**config.mk**
```make
export PLATFORM = sky130hd
export DESIGN_NAME = mem_arbiter_flat
export DESIGN_NICKNAME = d
export VERILOG_FILES = /design/src/rtl/mem_arbiter_pkg.sv /design/src/rtl/mem_arbiter_if.sv /design/src/rtl/arb_starve_cnt.sv /design/src/rtl/mem_arbiter.sv /design/src/flat_wrapper.sv
export SDC_FILE = /design/constraint.sdc
export NUM_CORES = 1
export LEC_CHECK = 0
export CORE_AREA = 3 3 107 109
export CTS_CLUSTER_DIAMETER = 120
export DETAILED_ROUTE_END_ITERATION = 10
export DIE_AREA = 0 0 110 112
export HOLD_SLACK_MARGIN = 0.03
export MAX_ROUTING_LAYER = met4
export PLACE_DENSITY_LB_ADDON = 0.2
export SLEW_MARGIN = 5
export SYNTH_ARGS = -nofsm -noshare
export SYNTH_HDL_FRONTEND = slang
export SYNTH_SLANG_ARGS = --single-unit
```
**constraint.sdc**
```tcl
create_clock -name clk -period 3.15 [get_ports clk]
set_clock_uncertainty 0.05 [all_clocks]
set_input_delay 0.315 -clock clk [delete_from_list [all_inputs] [get_ports clk]]
set_output_delay 0.315 -clock clk [all_outputs]
set_load 0.005 [all_outputs]
```
**src/rtl/mem_arbiter_pkg.sv**
```systemverilog
// Shared types and default widths for the fetch/data memory arbiter.
package mem_arbiter_pkg;

  localparam int DEF_ADDR_W     = 32;
  localparam int DEF_DATA_W     = 32;
  localparam int DEF_STARVE_MAX = 4;

  typedef enum logic [1:0] {
    IDLE   = 2'd0,
    I_WAIT = 2'd1,
    D_WAIT = 2'd2
  } state_t;

  typedef enum logic {
    REQ_FETCH = 1'b0,
    REQ_DATA  = 1'b1
  } req_id_t;

endpackage

```
**src/rtl/mem_arbiter_if.sv**
```systemverilog
// Bus bundle between the fetch/data requesters, the arbiter and the memory.
// Handshake: a requester raises x_req with a stable payload and holds both until x_gnt;
// x_gnt is a one-cycle pulse; the result comes back later as a one-cycle x_rvalid pulse.
interface mem_arbiter_if #(
  parameter int ADDR_W = 32,
  parameter int DATA_W = 32
) ();

  logic                  i_req;
  logic [ADDR_W-1:0]     i_addr;
  logic                  i_gnt;
  logic                  i_rvalid;
  logic [DATA_W-1:0]     i_rdata;

  logic                  d_req;
  logic                  d_we;
  logic [ADDR_W-1:0]     d_addr;
  logic [DATA_W/8-1:0]   d_wbe;
  logic [DATA_W-1:0]     d_wdata;
  logic                  d_gnt;
  logic                  d_rvalid;
  logic [DATA_W-1:0]     d_rdata;

  logic                  mem_req;
  logic                  mem_we;
  logic [ADDR_W-1:0]     mem_addr;
  logic [DATA_W/8-1:0]   mem_wbe;
  logic [DATA_W-1:0]     mem_wdata;
  logic                  mem_rvalid;
  logic [DATA_W-1:0]     mem_rdata;

  modport slave (
    input  i_req, i_addr, d_req, d_we, d_addr, d_wbe, d_wdata, mem_rvalid, mem_rdata,
    output i_gnt, i_rvalid, i_rdata, d_gnt, d_rvalid, d_rdata,
    output mem_req, mem_we, mem_addr, mem_wbe, mem_wdata
  );

  modport master (
    output i_req, i_addr, d_req, d_we, d_addr, d_wbe, d_wdata, mem_rvalid, mem_rdata,
    input  i_gnt, i_rvalid, i_rdata, d_gnt, d_rvalid, d_rdata,
    input  mem_req, mem_we, mem_addr, mem_wbe, mem_wdata
  );

endinterface

```
**src/rtl/arb_starve_cnt.sv**
```systemverilog
// Counts contested data grants; raises force_fetch once STARVE_MAX of them ran back to back.
module arb_starve_cnt #(
  parameter int STARVE_MAX = 4
) (
  input  logic clk,
  input  logic rst_n,
  input  logic data_gnt_contested,
  input  logic fetch_gnt,
  output logic force_fetch
);

  localparam int CNT_W = $clog2(STARVE_MAX + 1);

  logic [CNT_W-1:0] cnt;

  always_ff @(posedge clk or negedge rst_n) begin
    if (!rst_n) begin
      cnt <= '0;
    end else if (fetch_gnt) begin
      cnt <= '0;
    end else if (data_gnt_contested) begin
      cnt <= cnt + 1'b1;
    end
  end

  assign force_fetch = (cnt == CNT_W'(STARVE_MAX));

endmodule

```
**src/rtl/mem_arbiter.sv**
```systemverilog
// Two-requester (fetch/data) single-outstanding memory arbiter, data-priority.
// Define MEM_ARB_FAIRNESS_EN to let fetch win after STARVE_MAX contested data grants.
module mem_arbiter import mem_arbiter_pkg::*; #(
  parameter int ADDR_W     = DEF_ADDR_W,
  parameter int DATA_W     = DEF_DATA_W,
  parameter int STARVE_MAX = DEF_STARVE_MAX
) (
  input  logic          clk,
  input  logic          rst_n,
  mem_arbiter_if.slave  bus,
  output logic          stall,
  output logic          err,
  output state_t        dbg_state
);

  state_t            state, state_nxt;
  req_id_t           winner;
  logic              win_valid;
  logic              force_fetch;
  logic              i_gnt_c, d_gnt_c;
  logic              i_rvalid_c, d_rvalid_c;
  logic [DATA_W-1:0] i_rdata_q, d_rdata_q;

`ifdef MEM_ARB_FAIRNESS_EN
  arb_starve_cnt #(.STARVE_MAX(STARVE_MAX)) u_starve_cnt (
    .clk                (clk),
    .rst_n              (rst_n),
    .data_gnt_contested (d_gnt_c & bus.i_req),
    .fetch_gnt          (i_gnt_c),
    .force_fetch        (force_fetch)
  );
`else
  logic unused_starve_max;
  assign unused_starve_max = ^STARVE_MAX;
  assign force_fetch       = 1'b0;
`endif

  // Issue is gated by rst_n so nothing reaches memory while reset is held.
  always_comb begin
    win_valid  = rst_n && (state == IDLE) && (bus.i_req || bus.d_req);
    winner     = (bus.d_req && !(bus.i_req && force_fetch)) ? REQ_DATA : REQ_FETCH;
    i_gnt_c    = win_valid && (winner == REQ_FETCH);
    d_gnt_c    = win_valid && (winner == REQ_DATA);
    i_rvalid_c = (state == I_WAIT) && bus.mem_rvalid;
    d_rvalid_c = (state == D_WAIT) && bus.mem_rvalid;
  end

  always_comb begin
    state_nxt = state;
    case (state)
      IDLE: begin
        if (i_gnt_c)      state_nxt = I_WAIT;
        else if (d_gnt_c) state_nxt = D_WAIT;
      end
      I_WAIT:  if (bus.mem_rvalid) state_nxt = IDLE;
      D_WAIT:  if (bus.mem_rvalid) state_nxt = IDLE;
      default: state_nxt = IDLE;
    endcase
  end

  always_ff @(posedge clk or negedge rst_n) begin
    if (!rst_n) begin
      state     <= IDLE;
      err       <= 1'b0;
      i_rdata_q <= '0;
      d_rdata_q <= '0;
    end else begin
      state <= state_nxt;
      if ((state == IDLE) && bus.mem_rvalid) err <= 1'b1;
      if (i_rvalid_c) i_rdata_q <= bus.mem_rdata;
      if (d_rvalid_c) d_rdata_q <= bus.mem_rdata;
    end
  end

  // Fetches are always reads; byte enables only travel with data writes.
  assign bus.mem_req   = win_valid;
  assign bus.mem_we    = d_gnt_c && bus.d_we;
  assign bus.mem_wbe   = (d_gnt_c && bus.d_we) ? bus.d_wbe : '0;
  assign bus.mem_wdata = d_gnt_c ? bus.d_wdata : '0;
  assign bus.mem_addr  = d_gnt_c ? bus.d_addr : (i_gnt_c ? bus.i_addr : '0);

  assign bus.i_gnt    = i_gnt_c;
  assign bus.d_gnt    = d_gnt_c;
  assign bus.i_rvalid = i_rvalid_c;
  assign bus.d_rvalid = d_rvalid_c;
  assign bus.i_rdata  = i_rvalid_c ? bus.mem_rdata : i_rdata_q;
  assign bus.d_rdata  = d_rvalid_c ? bus.mem_rdata : d_rdata_q;

  assign stall     = (bus.i_req && !i_gnt_c) || (bus.d_req && !d_gnt_c) || (state != IDLE);
  assign dbg_state = state;

endmodule

```
**src/flat_wrapper.sv**
```systemverilog
// flat-port wrapper written by rule: the top's interface ports become plain ports
module mem_arbiter_flat import mem_arbiter_pkg::*;
#(
  parameter int ADDR_W     = DEF_ADDR_W,
  parameter int DATA_W     = DEF_DATA_W,
  parameter int STARVE_MAX = DEF_STARVE_MAX
)
  (clk, rst_n, stall, err, dbg_state, bus_i_req, bus_i_addr, bus_d_req, bus_d_we, bus_d_addr, bus_d_wbe, bus_d_wdata, bus_mem_rvalid, bus_mem_rdata, bus_i_gnt, bus_i_rvalid, bus_i_rdata, bus_d_gnt, bus_d_rvalid, bus_d_rdata, bus_mem_req, bus_mem_we, bus_mem_addr, bus_mem_wbe, bus_mem_wdata);
  mem_arbiter_if #(.ADDR_W(ADDR_W), .DATA_W(DATA_W)) bus_i ();
  input  logic clk;
  input  logic rst_n;
  output logic stall;
  output logic err;
  output state_t dbg_state;
  input wire logic [$bits(bus_i.i_req)-1:0] bus_i_req;
  input wire logic [$bits(bus_i.i_addr)-1:0] bus_i_addr;
  input wire logic [$bits(bus_i.d_req)-1:0] bus_d_req;
  input wire logic [$bits(bus_i.d_we)-1:0] bus_d_we;
  input wire logic [$bits(bus_i.d_addr)-1:0] bus_d_addr;
  input wire logic [$bits(bus_i.d_wbe)-1:0] bus_d_wbe;
  input wire logic [$bits(bus_i.d_wdata)-1:0] bus_d_wdata;
  input wire logic [$bits(bus_i.mem_rvalid)-1:0] bus_mem_rvalid;
  input wire logic [$bits(bus_i.mem_rdata)-1:0] bus_mem_rdata;
  output wire logic [$bits(bus_i.i_gnt)-1:0] bus_i_gnt;
  output wire logic [$bits(bus_i.i_rvalid)-1:0] bus_i_rvalid;
  output wire logic [$bits(bus_i.i_rdata)-1:0] bus_i_rdata;
  output wire logic [$bits(bus_i.d_gnt)-1:0] bus_d_gnt;
  output wire logic [$bits(bus_i.d_rvalid)-1:0] bus_d_rvalid;
  output wire logic [$bits(bus_i.d_rdata)-1:0] bus_d_rdata;
  output wire logic [$bits(bus_i.mem_req)-1:0] bus_mem_req;
  output wire logic [$bits(bus_i.mem_we)-1:0] bus_mem_we;
  output wire logic [$bits(bus_i.mem_addr)-1:0] bus_mem_addr;
  output wire logic [$bits(bus_i.mem_wbe)-1:0] bus_mem_wbe;
  output wire logic [$bits(bus_i.mem_wdata)-1:0] bus_mem_wdata;
  assign bus_i.i_req = bus_i_req;
  assign bus_i.i_addr = bus_i_addr;
  assign bus_i.d_req = bus_d_req;
  assign bus_i.d_we = bus_d_we;
  assign bus_i.d_addr = bus_d_addr;
  assign bus_i.d_wbe = bus_d_wbe;
  assign bus_i.d_wdata = bus_d_wdata;
  assign bus_i.mem_rvalid = bus_mem_rvalid;
  assign bus_i.mem_rdata = bus_mem_rdata;
  assign bus_i_gnt = bus_i.i_gnt;
  assign bus_i_rvalid = bus_i.i_rvalid;
  assign bus_i_rdata = bus_i.i_rdata;
  assign bus_d_gnt = bus_i.d_gnt;
  assign bus_d_rvalid = bus_i.d_rvalid;
  assign bus_d_rdata = bus_i.d_rdata;
  assign bus_mem_req = bus_i.mem_req;
  assign bus_mem_we = bus_i.mem_we;
  assign bus_mem_addr = bus_i.mem_addr;
  assign bus_mem_wbe = bus_i.mem_wbe;
  assign bus_mem_wdata = bus_i.mem_wdata;
  mem_arbiter #(.ADDR_W(ADDR_W), .DATA_W(DATA_W), .STARVE_MAX(STARVE_MAX)) u_core (.clk(clk), .rst_n(rst_n), .bus(bus_i), .stall(stall), .err(err), .dbg_state(dbg_state));
endmodule
```
* Word-level counts from Yosys, hierarchy flattened *
Index checks and enable logic that the tools add are counted.

word-level totals
  bits of input ports = 138
  register bits after elaboration = 67

operators by class
  equality and inequality tests = 4
  muxes and demuxes = 11
  reductions and logical operators = 19
  bitwise operators = 1

operator list
  operator                                                                 number
  32-bit two-way mux                                                       5
  1-bit logical AND                                                        10
  2-bit two-way mux                                                        3
  4-bit two-way mux                                                        1
  2-bit case mux with 2 select lines                                       1
  1-bit logical OR                                                         3
  3-bit by 1-bit inequality test with 1-bit output, second input constant  1
  2-bit by 1-bit == test with 1-bit output, second input constant          1
  2-bit == test, second input constant                                     1
  1-bit zero test                                                          2
  2-bit zero test                                                          1
  2-bit by 1-bit inequality test with 1-bit output, second input constant  1
  2-bit AND reduction                                                      1
  2-bit nonzero test                                                       1
  2-bit OR reduction                                                       1
  1-bit two-way mux                                                        1
  1-bit NOT                                                                1

* Longest topological paths before layout *
  word-level depth = 8
  depth in mapped cells = 6
  mapped depth without buffers = 5

* Least setup slack after synthesis *
Ideal clock, no wire load.

  path type = reg-to-output
  start = reg u_core.state[0], in the netlist u_core.dbg_state[0]
  end = out bus_mem_addr[14]
  path buffers = 2
  cell stages (with the launch flop) = 7
  arrival time = 1.386 ns
  slack = 1.399 ns
  cell sequence = dfrtp_1 > inv_1 > ha_1 > and3_4 > buf_8 > buf_6 > a22o_4

between the ends
  longest elaborated chain between the ends = 6
  elaborated cells on any way between the ends = 7
  those cells by class = mux: 2; reduce/logical: 5

RTL lines
  element                           line                text
  from (decl)                       mem_arbiter.sv:16   state_t state, state_nxt;
  from (signal assigned)            mem_arbiter.sv:68   state <= state_nxt;
  2-bit zero test *                 mem_arbiter.sv:40   win_valid = rst_n && (state == IDLE) && (bus.i_req || bus.d_req);
  1-bit logical AND * (2 in a row)  mem_arbiter.sv:40
  1-bit logical AND                 mem_arbiter.sv:42   i_gnt_c = win_valid && (winner == REQ_FETCH);
  32-bit two-way mux                mem_arbiter.sv:80   assign bus.mem_addr = d_gnt_c ? bus.d_addr : (i_gnt_c ? bus.i_addr : '0);
  32-bit two-way mux *              mem_arbiter.sv:80
  to (decl)                         flat_wrapper.sv:32  output wire logic [$bits(bus_i.mem_addr)-1:0] bus_mem_addr;

Every way passes the cells marked *; elsewhere a longest branch is shown, timed or not.

* Worst setup path after layout *
  start = reg u_core.state[0], in the netlist u_core.dbg_state[0]
  end = out bus_mem_addr[21]

Same word-level chain as after synthesis.

==> impl_metrics.tcl <==
set metrics [dict create \
    synth-seq-cells 67 \
    synth_top_family_by_area "multiplexers" \
    yosys.area.top_type "dfrtp_1" \
    synth_fa_ha_area_share_pct 1.150 \
    detailed_place.area_mm2 0.006122 \
    rsz0062_at_grt "false" \
    status "finished clean" \
    area_growth_syn_to_layout_pct 94.52 \
    cts_tree "done" \
    multiInputGateArea_mm2 0.001393 \
    grt_pass1_vias 3441 \
    drv_cap 0 \
    switching_share_pct 28.56 \
    wirelength_um 13890 \
    rows 38 \
    dieArea_mm2 0.01232 \
    finalCritPeriodShare_pct 93.79 \
    avgSynthCellArea_um2 13.55 \
    power_uw 4697 \
    final.setup.tns_ns 0 \
    synth_compound_area_share_pct 10.35 \
    cts_setup_buffers 0 \
    combPwrFrac_pct 54.8 \
    grt.overflow.total 0 \
    synthCells 241 \
    crit_path_max_fanout 16 \
    fin_area_mm2 0.006350 \
    setup_viol 0 \
    critPathKind "register to output port" \
    place.gp.congestion 1.023 \
    clockBufferDepth 2 \
    hold_violations 0 \
    synth-simple-area-share_pct 8.777 \
    ios 280 \
    cp.required_ns 2.78 \
    drive_gt1_share_pct 17.99 \
    die_height_um 112 \
    leakagePower_uw 0.002611 \
    critPathLaunchType "register" \
    p_clk_share_pct 15.8 \
    powerDensity_mw_per_mm2 739.7 \
    worst_pin_slew_ns 0.8524 \
    initial_utilization_pct 30.51 \
    grt_max_degree 68 \
    viasPerCell 4.662 \
    num_vias 3119 \
    fin_util_pct 59.36 \
    relSlewSlack_pct 43.17 \
    ys_warn_count 0 \
    synth_top_area_share_pct 51.36 \
    htreeDepth 3 \
    route.detailed.drc 0 \
    hp-class "input port to async pin" \
    cts-root-buf "clkbuf_8" \
    p_switching_uw 1341 \
    wire_per_inst_um 20.77 \
    synth_area_leaders "dfrtp_1 51%, mux2_2 22%, a22o_1 8.3%" \
    first_pass_iters 4 \
    grtUsageTotal_pct 22.26 \
    clock_latency_ns 0.34 \
    hpwl_um 10760 \
    synth_ff_type "dfrtp_1" \
    fillers 907 \
    crit_path_end_kind "output port" \
    drt_iter0_drc 189 \
    ant_nets 0 \
    worstPathArrival_ns 2.59 \
    synthArstFlopShare_pct 100.0 \
    yosys.cell_types.count 25 \
    max_freq_mhz 338.5 \
    core_mm2 0.01070 \
    grt_pass1_wl_um 19770 \
    power.internal_uw 3356 \
    synthTopCellsByCount "67 x dfrtp_1, 64 x mux2_2, 36 x and2_1" \
    synth_edf_count 0 \
    fin_ws_ns 0.1957 \
    min_period_ns 2.954 \
    numCtsBuffers 9 \
    numPortBuffers 279 \
    layout.nets 664 \
    ff_latch_area_mm2 0.001677 \
    pre_cts_ws_ns 0.3573 \
    synthXorXnorAreaFrac_pct 0 \
    irDropWorstVdd_mv 0.4775 \
    antenna_found_initial 1 \
    die_x_um 110 \
    drv_slew 0 \
    r2r_cells 5 \
    syn_area_mm2 0.003264 \
    yosys.cell_count.top_type "dfrtp_1" \
    pwr-share-seq_pct 29.4 \
    muxShareOfSynthArea_pct 22.08 \
    clk_pin_slew_worst_paths_ns 0.08 \
    mappedNetlistNets 382 \
    seq_area_frac_synth_pct 51.36 \
    clkSinkCount 67 \
]
[kinds of logic (layout without fill, tap and decap cells)]
group | after synthesis | count (layout)
muxes | 64 | 64
adders and majority gates | 3 | 3
DFF | 67 | 67
other | 0 | 1
and+or+nand+nor | 45 | 46
AOI/OAI and AO/OA | 40 | 40
buffers and inverters | 22 | 308
[per-layer routing]
metal	track usage (%)	wire length [um]	vias to the layer above
li1	-	-	1423
met1	26.48	5567	1509
met2	35.48	6567	166
met3	7.246	1463	21
met4	7.066	294	0
met5	-	0	-
[what timing repair did]
item | 4_1_cts | 5_1_grt
hold buffers | 0 | 0
resized for setup | 0 | 4
setup endpoints to repair | 0 | 12
[cell type report]
type                    count  area share, %
diodes                      1        0.03941
repair buffers            286          45.12
inverters                   6         0.4335
well taps                 140          2.759
multi-input cells         153          21.93
flip-flops and latches     67          26.40
clock buffers              11          2.384
clock inverters             5         0.9261
[state kept, by name, indices dropped and copies added, names as in the netlist]
| name | count |
|---|---|
| u_core.dbg_state | 2 |
| u_core.i_rdata_q | 32 |
| u_core.d_rdata_q | 32 |
| u_core.err | 1 |
[power groups by stage]
stage	registers, uW	clock network [uW]	logic [uW]
6_report	1380	743	2570
5_1_grt	1430	801	2750
3_3_place_gp	1380	0	2540
4_1_cts	1390	766	2590
3_5_place_dp	1400	0	2560
2_1_floorplan	1360	0	1000
[placed cells by master (no fill, tap or decap), types with 2 or more instances in the layout]
cell             count
clkdlybuf4s50_1    278
a22o_1              31
clkinvlp_4           2
a21oi_1              4
buf_12               2
ha_1                 2
inv_1                5
clkbuf_8            11
inv_6                2
buf_4                5
and2_1              36
mux2_2              64
nand2_2              2
dfrtp_1             67
[path summary, 6_finish.rpt]
| kind | start | to | slack (ns) |
|---|---|---|---|
| min in group clk | rst_n | u_core.dbg_state[0]$_DFFE_PN0P_ | 0.41 |
| max in group asynchronous | rst_n | u_core.d_rdata_q[0]$_DFF_PN0_ | 2.21 |
| hold reg to reg | u_core.err$_DFFE_PN0P_ | u_core.err$_DFFE_PN0P_ | 0.42 |
| hold / removal | rst_n | u_core.i_rdata_q[26]$_DFF_PN0_ | 0.27 |
| setup reg to reg | u_core.dbg_state[0]$_DFFE_PN0P_ | u_core.d_rdata_q[4]$_DFF_PN0_ | 1.42 |
| setup / recovery | u_core.dbg_state[0]$_DFFE_PN0P_ | bus_mem_addr[21] | 0.20 |
[metrics by stage]
stage / hold slack, ns / instances
finish: 0.2691 / 669
global route: 0.3544 / 669
CTS: 0.2768 / 667
detailed placement: 0.4006 / 651
global placement: 0.3968 / 651
floorplan: -0.03059 / 241
[worst max-delay path, stage by stage, from the launching register on]
cell	delay, ns
dfrtp_1	0.42
inv_1	0.11
ha_2	0.28
and3_4	0.32
buf_4	0.25
a22o_1	0.28
clkdlybuf4s50_1	0.58
No activity file was read; power rests on OpenSTA's default activity.
